===== config.mk =====
export PLATFORM = sky130hd
export DESIGN_NAME = reg_file
export DESIGN_NICKNAME = d
export VERILOG_FILES = /design/src/rtl/reg_file_pkg.sv /design/src/rtl/reg_word.sv /design/src/rtl/reg_file.sv
export SDC_FILE = /design/constraint.sdc
export NUM_CORES = 2
export LEC_CHECK = 0
export CAP_MARGIN = 15
export CORE_MARGIN = 2
export CORE_UTILIZATION = 40
export CTS_BUF_LIST = sky130_fd_sc_hd__clkbuf_8
export DETAILED_ROUTE_END_ITERATION = 8
export GPL_TIMING_DRIVEN = 0
export PLACE_DENSITY = 0.54
export SLEW_MARGIN = 20
export SYNTH_ARGS = -nofsm -noshare
export SYNTH_HDL_FRONTEND = slang
export SYNTH_HIERARCHICAL = 1
export SYNTH_SLANG_ARGS = --single-unit

===== constraint.sdc =====
create_clock -name clk -period 3.77 [get_ports clk]
set_input_delay 0.5655 -clock clk [delete_from_list [all_inputs] [get_ports clk]]
set_output_delay 0.5655 -clock clk [all_outputs]
set_load 0.03 [all_outputs]

===== src/rtl/reg_file_pkg.sv =====
// Shared constants and helpers for the register file.
// Holds the default word width and depth and the byte-lane count helper.
package reg_file_pkg;

   localparam int DEFAULT_WIDTH = 32;
   localparam int DEFAULT_DEPTH = 32;

   // Number of byte lanes (write strobes) in a word of the given width.
   function automatic int byte_count(input int width);
      return width / 8;
   endfunction

endpackage


===== src/rtl/reg_word.sv =====
// One storage word of the register file.
// Synchronous clear wins over load; on load only the strobed byte lanes change.
module reg_word
   import reg_file_pkg::*;
#(
   parameter  int WIDTH = DEFAULT_WIDTH,
   localparam int NB    = byte_count(WIDTH)
)(
   input  logic             clk,
   input  logic             rst,
   input  logic             load,
   input  logic [NB-1:0]    wbe,
   input  logic [WIDTH-1:0] d,
   output logic [WIDTH-1:0] q
);

   // Clear on reset, otherwise update the strobed bytes when loaded.
   always_ff @(posedge clk) begin
      if (rst) begin
         q <= '0;
      end else if (load) begin
         for (int b = 0; b < NB; b++) begin
            if (wbe[b]) begin
               q[8*b +: 8] <= d[8*b +: 8];
            end
         end
      end
   end

endmodule


===== src/rtl/reg_file.sv =====
// Two-read / one-write register file with byte write strobes.
// Reads are combinational. Word 0 can be hardwired to zero (ZERO_REG).
// Optional macro REG_FILE_BYPASS_EN forwards the in-flight write (merged with
// the stored bytes under wbe) to a read port addressing the same word.
module reg_file
   import reg_file_pkg::*;
#(
   parameter  int WIDTH    = DEFAULT_WIDTH,
   parameter  int DEPTH    = DEFAULT_DEPTH,
   parameter  int ZERO_REG = 1,
   localparam int AW       = $clog2(DEPTH),
   localparam int NB       = byte_count(WIDTH)
)(
   input  logic             clk,
   input  logic             rst,
   input  logic             we,
   input  logic [NB-1:0]    wbe,
   input  logic [AW-1:0]    waddr,
   input  logic [WIDTH-1:0] wdata,
   input  logic [AW-1:0]    raddr1,
   input  logic [AW-1:0]    raddr2,
   output logic [WIDTH-1:0] rdata1,
   output logic [WIDTH-1:0] rdata2
);

   logic [WIDTH-1:0] words [DEPTH];

   // Word 0 is a constant when hardwired; every other word is real storage
   // with a one-hot load decoded from the write address.
   for (genvar i = 0; i < DEPTH; i++) begin : g_word
      if (ZERO_REG != 0 && i == 0) begin : g_zero
         assign words[i] = '0;
      end else begin : g_store
         reg_word #(
            .WIDTH (WIDTH)
         ) u_word (
            .clk  (clk),
            .rst  (rst),
            .load (we && (waddr == AW'(i))),
            .wbe  (wbe),
            .d    (wdata),
            .q    (words[i])
         );
      end
   end

`ifdef REG_FILE_BYPASS_EN
   // A write is forwardable only if it will actually commit this edge.
   logic fwd_ok;
   assign fwd_ok = we && !rst && ((ZERO_REG == 0) || (waddr != '0));

   // Read ports: stored word, with strobed bytes of a same-address write overlaid.
   always_comb begin
      rdata1 = words[raddr1];
      rdata2 = words[raddr2];
      if (fwd_ok && (raddr1 == waddr)) begin
         for (int b = 0; b < NB; b++) begin
            if (wbe[b]) rdata1[8*b +: 8] = wdata[8*b +: 8];
         end
      end
      if (fwd_ok && (raddr2 == waddr)) begin
         for (int b = 0; b < NB; b++) begin
            if (wbe[b]) rdata2[8*b +: 8] = wdata[8*b +: 8];
         end
      end
   end
`else
   // Read ports: stored word only; a same-cycle write shows after the edge.
   always_comb begin
      rdata1 = words[raddr1];
      rdata2 = words[raddr2];
   end
`endif

endmodule


==> run_results.csv <==
group,metric,value,unit
drt,viasPerCell,6.32,
critical_path,end_kind,"output pin",
critical_path,path_max_fanout,10,
timing,finalCritPeriodShare,103,%
timing,finalHoldViolCount,0,
critical_path,crit_type,"input pin to output pin",
timing,fin_hold_ws,93.5,ps
placed_design,dp_hpwl,220,mm
cells_and_area,regMostFlops,"g_word.g_store.u_word/q",
cts,tritoncts,"yes",
cells_and_area,nFillCells,14800,
outcome,violations,"negative setup slack",
cts,clock_latency,920,ps
cells_and_area,area.growth.synth_to_final,15.4,%
cts,cts.path.max_buffers,3,
cts,clock_sinks,992,
yosys,synthArstFlopShare,0,%
timing,fmax,259,MHz
timing,setup_ws,-95.9,ps
timing,rsz0062_at_grt,"true",
drt,drtPass1Iterations,5,
floorplanning,dieArea,165000,µm²
critical_path,required,3200,ps
timing,finClkSkew,0,ps
grt,grt_pass1_vias,51700,
grt,grt_max_degree,64,
drt,dr_total_vias,54600,
yosys,syn_nets,6042,
yosys,syn_inst,5988,
drt,wirelength,284,mm
critical_path,worstPathArrival,3300,ps
grt,grtUsageTotal,33.8,%
yosys,synth-main-ff-cell,"dfxtp_1",
timing,setup_tns,-580,ps
cts,cts_buffers,182,
placed_design,dp.cells,8280,
grt,antenna_found_initial,18,
cts,htreeDepth,4,
critical_path,startpoint_type,"input pin",
yosys,ys_types,31,
drt,first_iter_violations,5433,
timing,setup_viol,14,
outcome,outcome,"complete, but fails checks",
drt,routedWlPerCell,32.9,µm
cells_and_area,drive_above_1_share,42.0,%
yosys,ys_warn_count,6,
cts,clk_pin_slew,60,ps
hold_path,hold_path_class,"input pin to flop",
grt,grt_pass1_wl,397,mm
timing,maxSlewHeadroom,24.9,%
floorplanning,rows,147,
floorplanning,die_x,406,µm
cells_and_area,fin_cells,8632,
yosys,yosysSeqAreaShare,30.7,%
cells_and_area,largest_reg_flops,992,
timing,fin_crit,3870,ps
drt,ant_nets,0,
power_and_ir_drop,p_leak,25.5,nW
power_and_ir_drop,peakVddDrop,0.000214,V
cts,cts_root_buffer,"clkbuf_8",
placed_design,gp_congestion,1.04,
power_and_ir_drop,power_density,332,nW/µm²
yosys,synth_edf_count,0,
floorplanning,fp.coreArea,161000,µm²
cells_and_area,fin_util,46.5,%
placed_design,port_buffers,103,
grt,grt-ovfl-total,0,
floorplanning,start_util,40.3,%
run,maxCapViolations,0,
yosys,syn_area_per_cell,10.8,µm²
yosys,ys_ff_latch,992,
floorplanning,die_y,406,µm
cells_and_area,fin_nets,6381,
timing,slew_viol_final,0,
power_and_ir_drop,p_total,0.0248,W
floorplanning,ioPinCount,118,
timing,worst_pin_slew,1130,ps
drt,drc,0,
yosys,netlist_area,64700,µm²
cells_and_area,top_regs,"g_word.g_store.u_word/q x992",
==> worst max-delay path: stages <==
cell           delay (ps)
buf_2                 310
buf_6                 310
nand2b_1              360
clkbuf_2              360
o22ai_2               170
a211oi_2              550
o31ai_2               210
dlygate4sd2_1         430
==> final cells by class <==
class / instances / area [µm²] / area share, %
inverter: 2 / 13.8 / 0.0184
sequential: 992 / 19900 / 26.6
multi-input combinational: 4222 / 39700 / 53.2
timing repair buffer: 156 / 1760 / 2.36
buffer: 771 / 6800 / 9.11
antenna: 5 / 12.5 / 0.0168
tap: 2160 / 2700 / 3.62
clock inverter: 91 / 569 / 0.762
clock buffer: 233 / 3210 / 4.29
==> per-stage QoR <==
| step | cell area (µm²) | setup slack, ps |
|---|---|---|
| after floorplan | 64700 | 823 |
| after global placement | 68400 | -4380 |
| after detailed placement | 68900 | -1930 |
| after CTS | 74500 | -123 |
| after global routing | 74700 | -46.6 |
| final | 74700 | -95.9 |
==> cell usage after synthesis, types with 9 or more instances <==
master | instances | area share [%]
buf_1 | 9 | 0.052
buf_4 | 117 | 1.4
dfxtp_1 | 992 | 31
o21ai_1 | 64 | 0.50
a211oi_1 | 64 | 0.74
nand2_1 | 69 | 0.40
a21bo_1 | 868 | 13
mux2i_1 | 160 | 2.5
mux2_2 | 64 | 1.1
o22ai_1 | 64 | 0.62
and2_1 | 34 | 0.33
buf_6 | 388 | 6.8
and3_1 | 32 | 0.31
nand3_1 | 994 | 7.7
a21bo_2 | 124 | 1.9
mux4_2 | 384 | 13
nor2_1 | 28 | 0.16
a21oi_1 | 124 | 0.96
a22o_1 | 192 | 2.6
clkbuf_1 | 120 | 0.70
o31ai_1 | 64 | 0.74
a21oi_2 | 868 | 12
buf_2 | 138 | 1.1
==> cell families (layout without fill, tap and decap cells) <==
group | after synthesis | after routing | synth area share [%]
AO/OA/AOI/OAI | 2432 | 2432 | 33.3
buffers and inverters | 774 | 1253 | 9.94
multiplexers | 608 | 608 | 17.0
other | 0 | 5 | 0
flip-flops | 992 | 992 | 30.7
AND/OR/NAND/NOR | 1182 | 1182 | 9.13
==> cell usage in the layout (no fill, tap or decap), types with 68 or more instances in the layout <==
master / instances
nand3_1: 994
dfxtp_1: 992
a21bo_1: 868
a21oi_2: 868
buf_6: 400
mux4_2: 384
clkbuf_8: 240
a22o_1: 192
mux2i_1: 158
buf_2: 152
buf_4: 129
a21bo_2: 124
a21oi_1: 124
nand2_1: 68
==> power by group <==
group          internal, W  switching [W]
logic             0.000985        0.00228
clock network      0.00588        0.00508
registers           0.0105      0.0000458
total               0.0174        0.00741
==> what timing repair did <==
item | 4_1_cts | 5_1_grt
pin swaps | 22 | 4
setup buffers | 1 | 0
hold buffers | 23 | 0
resized for setup | 507 | 55
endpoints found under the hold margin | 778 | 0
setup endpoints to repair | 64 | 44
==> layer usage <==
metal / up-vias / routed length [µm] / track usage [%]
met5: - / 352 / 1.04
met4: 16 / 17800 / 18.5
met3: 691 / 25900 / 9.51
met2: 2751 / 122000 / 49.9
met1: 27600 / 118000 / 44.4
li1: 23500 / - / -
==> final timing paths <==
path,startpoint,end,slack [ps],cells after the start
worst max register to register,g_word[16].g_store.u_word/q[28]$_SDFFE_PP0P_,g_word[16].g_store.u_word/q[28]$_SDFFE_PP0P_,2460,3
worst min-delay path,wdata[7],g_word[18].g_store.u_word/q[7]$_SDFFE_PP0P_,90,3
worst max-delay path,raddr2[1],rdata2[4],-100,8
worst min register to register,g_word[19].g_store.u_word/q[6]$_SDFFE_PP0P_,g_word[19].g_store.u_word/q[6]$_SDFFE_PP0P_,590,2
No activity file was read; power rests on OpenSTA's default activity.
